## config.mk

```make
export PLATFORM = sky130hd
export DESIGN_NAME = lvds_align_ctrl
export DESIGN_NICKNAME = d
export VERILOG_FILES = /design/src/rtl/lvds_pkg.sv /design/src/rtl/lvds_word_aligner.sv /design/src/rtl/lvds_align_ctrl.sv
export SDC_FILE = /design/constraint.sdc
export NUM_CORES = 1
export LEC_CHECK = 0
export CORE_MARGIN = 5
export CORE_UTILIZATION = 50
export CTS_CLUSTER_DIAMETER = 60
export CTS_CLUSTER_SIZE = 25
export DETAILED_ROUTE_END_ITERATION = 8
export PLACE_DENSITY = 0.86
export RECOVER_POWER = 100
export REMOVE_ABC_BUFFERS = 1
export SYNTH_ARGS = -nofsm -noshare
export SYNTH_HDL_FRONTEND = slang
export SYNTH_HIERARCHICAL = 1
export SYNTH_SLANG_ARGS = --single-unit
```

## constraint.sdc

```tcl
create_clock -name clk -period 2.9 [get_ports clk]
set_clock_uncertainty 0.15 [all_clocks]
set_input_delay 0.58 -clock clk [delete_from_list [all_inputs] [get_ports clk]]
set_output_delay 0.58 -clock clk [all_outputs]
set_load 0.03 [all_outputs]
```

## src/rtl/lvds_pkg.sv

```systemverilog
// Shared types and constants for the LVDS capture word-alignment path.
package lvds_pkg;

    typedef enum logic [2:0] {
        IDLE,
        SETTLE,
        CHECK,
        LOCKED,
        FAIL
    } state_t;

    localparam int LVDS_WORD_W = 16;

    localparam logic [LVDS_WORD_W-1:0] TRAIN_PATTERN_DEF = 16'h00FF;

    function automatic int max2(input int a, input int b);
        return (a > b) ? a : b;
    endfunction

endpackage

```

## src/rtl/lvds_word_aligner.sv

```systemverilog
// Barrel-select of one DATA_W word out of the current and previous capture words.
// Combinational select; prev advances on every valid word regardless of controller state.
module lvds_word_aligner #(
    parameter int DATA_W = 16
) (
    input  logic                      clk,
    input  logic                      rst,
    input  logic [DATA_W-1:0]         in_data,
    input  logic                      in_valid,
    input  logic [$clog2(DATA_W)-1:0] offset,
    output logic [DATA_W-1:0]         aligned
);

    logic [DATA_W-1:0]   prev;
    logic [2*DATA_W-1:0] win_shift;

    always_ff @(posedge clk or posedge rst) begin
        if (rst) begin
            prev <= '0;
        end else if (in_valid) begin
            prev <= in_data;
        end
    end

    // offset 0 passes prev through untouched; higher offsets pull bits from in_data
    assign win_shift = {in_data, prev} >> offset;
    assign aligned   = win_shift[DATA_W-1:0];

endmodule

```

## src/rtl/lvds_align_ctrl.sv

```systemverilog
// Walks bit offsets against a training word, locks on the first stable one, then forwards aligned words.
// One-cycle registered output latency once locked; all counting stalls while in_valid is low.
module lvds_align_ctrl
    import lvds_pkg::*;
#(
    parameter int                DATA_W        = LVDS_WORD_W,
    parameter logic [DATA_W-1:0] TRAIN_PATTERN = TRAIN_PATTERN_DEF,
    parameter int                SETTLE_CYC    = 4,
    parameter int                MATCH_CNT     = 8
) (
    input  logic                      clk,
    input  logic                      rst,
    input  logic                      start,
    input  logic [DATA_W-1:0]         in_data,
    input  logic                      in_valid,
    output logic [DATA_W-1:0]         out_data,
    output logic                      out_valid,
    output logic [$clog2(DATA_W)-1:0] offset,
    output logic                      busy,
    output logic                      locked,
    output logic                      fail
);

    localparam int OFF_W = $clog2(DATA_W);
    localparam int CNT_W = $clog2(max2(SETTLE_CYC, MATCH_CNT) + 1);

    localparam logic [CNT_W-1:0] SETTLE_LAST = CNT_W'(SETTLE_CYC - 1);
    localparam logic [CNT_W-1:0] MATCH_LAST  = CNT_W'(MATCH_CNT - 1);
    localparam logic [OFF_W-1:0] OFF_LAST    = OFF_W'(DATA_W - 1);

    state_t            state;
    state_t            state_nxt;
    logic [CNT_W-1:0]  settle_cnt;
    logic [CNT_W-1:0]  settle_nxt;
    logic [CNT_W-1:0]  match_cnt;
    logic [CNT_W-1:0]  match_nxt;
    logic [OFF_W-1:0]  offset_nxt;
    logic [DATA_W-1:0] aligned;
    logic              hit;
    logic              emit;

    lvds_word_aligner #(
        .DATA_W (DATA_W)
    ) u_aligner (
        .clk      (clk),
        .rst      (rst),
        .in_data  (in_data),
        .in_valid (in_valid),
        .offset   (offset),
        .aligned  (aligned)
    );

    assign hit  = (aligned == TRAIN_PATTERN);
    // a restart request in the same cycle suppresses the word so out_valid drops at once
    assign emit = (state == LOCKED) && in_valid && !start;

    always_comb begin
        state_nxt  = state;
        settle_nxt = settle_cnt;
        match_nxt  = match_cnt;
        offset_nxt = offset;
        case (state)
            IDLE, LOCKED, FAIL: begin
                if (start) begin
                    state_nxt  = SETTLE;
                    offset_nxt = '0;
                    settle_nxt = '0;
                end
            end
            SETTLE: begin
                if (in_valid) begin
                    settle_nxt = settle_cnt + CNT_W'(1);
                    if (settle_cnt == SETTLE_LAST) begin
                        state_nxt = CHECK;
                        match_nxt = '0;
                    end
                end
            end
            CHECK: begin
                if (in_valid) begin
                    if (hit) begin
                        match_nxt = match_cnt + CNT_W'(1);
                        if (match_cnt == MATCH_LAST) begin
                            state_nxt = LOCKED;
                        end
                    end else if (offset == OFF_LAST) begin
                        state_nxt = FAIL;
                    end else begin
                        state_nxt  = SETTLE;
                        offset_nxt = offset + OFF_W'(1);
                        settle_nxt = '0;
                    end
                end
            end
            default: state_nxt = IDLE;
        endcase
    end

    always_ff @(posedge clk or posedge rst) begin
        if (rst) begin
            state      <= IDLE;
            settle_cnt <= '0;
            match_cnt  <= '0;
            offset     <= '0;
            out_valid  <= 1'b0;
            out_data   <= '0;
        end else begin
            state      <= state_nxt;
            settle_cnt <= settle_nxt;
            match_cnt  <= match_nxt;
            offset     <= offset_nxt;
            out_valid  <= emit;
            if (emit) begin
                out_data <= aligned;
            end
        end
    end

    assign busy   = (state == SETTLE) || (state == CHECK);
    assign locked = (state == LOCKED);
    assign fail   = (state == FAIL);

endmodule

```

==> impl_metrics.json <==
{
  "status": "finished with violations",
  "violations": "setup timing",
  "max_freq_mhz": 327,
  "start_kind": "register",
  "rows": 29,
  "fin_crit_sh": 1.05,
  "grt_start_max_net_pins": 33,
  "portBuffers": 43,
  "synth.avg_cell_area_sq_um": 12.6,
  "worst-path-buf-inv": 3,
  "clkTransAtPathRegs_ps": 90,
  "hold_viol_final": 0,
  "synth_top_area_cell": "dfrtp_1",
  "ios": 44,
  "num_vias": 2941,
  "worstPathMaxFanout": 11,
  "min_period_ps": 3060,
  "dieWidth_um": 92.0,
  "synth_top_area_frac": 0.357,
  "htree_levels": 2,
  "antenna_found_initial": 0,
  "start_util": 0.521,
  "drt_iter0_drc": 244,
  "hold_path_depth": 1,
  "fillers": 424,
  "cp-end-kind": "register",
  "rsz0062_at_grt": "true",
  "holdCritPathClass": "register to register",
  "crit_family": "multiplexers",
  "synthFlopType": "dfrtp_1",
  "slew_headroom": 0.454,
  "die_h_um": 92.0,
  "grtUsageTotal": 0.220,
  "fp.coreArea_sq_mm": 0.00646,
  "ant_nets": 0,
  "synth_seq_area_share": 0.357,
  "setup_viol": 10,
  "critical_path_class": "register to register",
  "cpPeakStageDelay_ps": 530,
  "grt_pass1_vias": 2952,
  "final_nets": 385,
  "slowest_stage": "mux4_2",
  "synth_edf_count": 0,
  "worst_slew_pin_slew_ps": 819,
  "post-place-ws_ps": -721,
  "critical_path.cell_chain": "buf_12 -> mux2i_2 -> mux4_2 -> buf_4 -> mux2i_2 -> nor4b_2 -> nand4_1 -> buf_6 -> o21ai_4 -> a211o_4 -> a221o_1",
  "wirelength_um": 10100,
  "ys_ff_latch": 48,
  "dr.pass1.iters": 5,
  "ir_worst_vdd_v": 0.000307,
  "place_hpwl_um": 6380,
  "hold_ws_ps": 355,
  "path_depth": 11,
  "clk_path_buf_depth": 2,
  "syn-cell-area_sq_mm": 0.00336,
  "diodes": 0,
  "grt_pass1_wl_um": 14900,
  "yosys_warnings": 6,
  "async_reset_ff_frac": 1.00,
  "syn_to_final_growth_pct": 35.7,
  "p_leak_uw": 0.00189,
  "numCtsBuffers": 5,
  "clk-insertion-delay-late_ps": 310,
  "wl_per_cell_um": 23.0,
  "drc": 0,
  "cp_common_cell": "mux2i_2",
  "cts_tree": "built",
  "crit_arrival_ps": 3100,
  "grt_remaining_overflow": 0,
  "drive_above_1_share": 0.474,
  "fin_ws_ps": -158,
  "drv_slew": 0,
  "powerDensity_mw_per_mm2": 822,
  "reg2regPathDepth": 11,
  "root_buffer": "clkbuf_8",
  "timing.critical_path.required_ps": 2940,
  "synth_area_leaders": "dfrtp_1 (36%), mux4_2 (15%), mux2_2 (11%)",
  "dieArea_sq_mm": 0.00847,
  "netlist_instances": 267,
  "viasPerCell": 6.68,
  "place.gp.congestion": 0.968,
  "cts.sinks": 48,
  "yosysUniqueCellTypes": 47,
  "cap_violations": 0
}
## state kept, by name, indices dropped and copies added, names as in the netlist
name,flops
u_aligner/prev,16
out_valid,1
state,3
match_cnt,4
out_data,16
settle_cnt,4
offset,4
## final cells by class
cell class	instances	area, sq um	area share
multi-input cells	189	2160	0.473
well taps	77	96.3	0.0211
flip-flops and latches	48	1210	0.264
clock buffers	6	82.6	0.0181
repair buffers	105	956	0.209
inverters	13	48.8	0.0107
clock inverters	2	15.0	0.00329
## logic make-up (layout without fill, tap and decap cells)
logic type      Yosys count  in the layout  synth area share
fa+ha+maj                 3              3            0.0112
compound gates           38             38            0.0759
mux                      98             98             0.409
buf+inv                  30            126            0.0577
flops                    48             48             0.357
xor+xnor                  1              1           0.00260
simple gates             49             49            0.0863
## cells in the final DEF (no fill, tap or decap), types with 6 or more instances in the layout
cell	count
dlygate4sd3_1	25
dlygate4sd2_1	12
nand3_1	6
dfrtp_1	44
mux2i_1	18
mux2_2	34
buf_4	50
mux4_2	27
mux2i_2	14
nand2_1	12
o21ai_0	10
clkbuf_8	6
inv_1	12
## stage by stage
step / std cells / setup TNS, ps / area, sq um / total power, uW / utilization
floorplan: 250 / -8780 / 3220 / 2130 / -
global placement: 412 / -7230 / 4090 / 2890 / 0.633
detailed placement: 412 / -8710 / 4090 / 2960 / 0.633
CTS: 431 / -30.2 / 4320 / 3520 / 0.669
global route: 440 / -1670 / 4560 / 3930 / 0.707
finish: 440 / -651 / 4560 / 3750 / 0.707
## synth_stat cells, types with 3 or more instances
cell / instances
mux2_2: 34
nor3_1: 4
o22ai_1: 3
nand2_1: 11
ha_1: 3
buf_6: 6
nor2_1: 3
mux4_2: 23
o21ai_0: 11
nand2b_1: 3
mux2i_1: 37
dfrtp_1: 48
nand3_1: 6
mux4_1: 4
a21oi_1: 7
nor3b_1: 6
buf_4: 4
and3_1: 3
buf_2: 4
inv_1: 12
## timing repair
action                                  4_1_cts  5_1_grt
pin swaps                                     9       13
setup buffers                                12        9
gates resized for setup                      41       33
hold buffers                                  0        0
gates cloned                                  0        2
endpoints found under the setup margin       16       14
## worst register-to-register path, delay by kind of cell (launching register included)
kind	cells	cell delay [ps]
AND/OR/NAND/NOR	2	210
flip-flops	1	440
buffers and inverters	3	480
AO/OA/AOI/OAI	3	690
multiplexers	3	970
## report_power, final
group | switching (uW) | internal, uW | leakage (uW) | total [uW]
Sequential | 133 | 847 | 0.000591 | 980
Clock | 241 | 193 | 0.0000434 | 435
Combinational | 1180 | 1150 | 0.00126 | 2330
## final timing paths
path,startpoint,to,slack [ps]
setup reg to reg,offset[3],offset[3],-160
hold reg to reg,out_data[15],out_data[15],360
hold / removal,out_data[15],out_data[15],360
min in group asynchronous,rst,u_aligner/prev[15],650
setup / recovery,offset[3],offset[3],-160
max in group asynchronous,rst,offset[3],1230
## per-layer routing
metal  up-vias  track usage  wire length, um
met5         -            0                0
met4         0       0.0903              451
met3        55       0.0368              747
met2       203        0.384             5170
met1      1467        0.270             3740
li1       1216            -                -
Note: power is estimated with default switching activity, not from simulation.
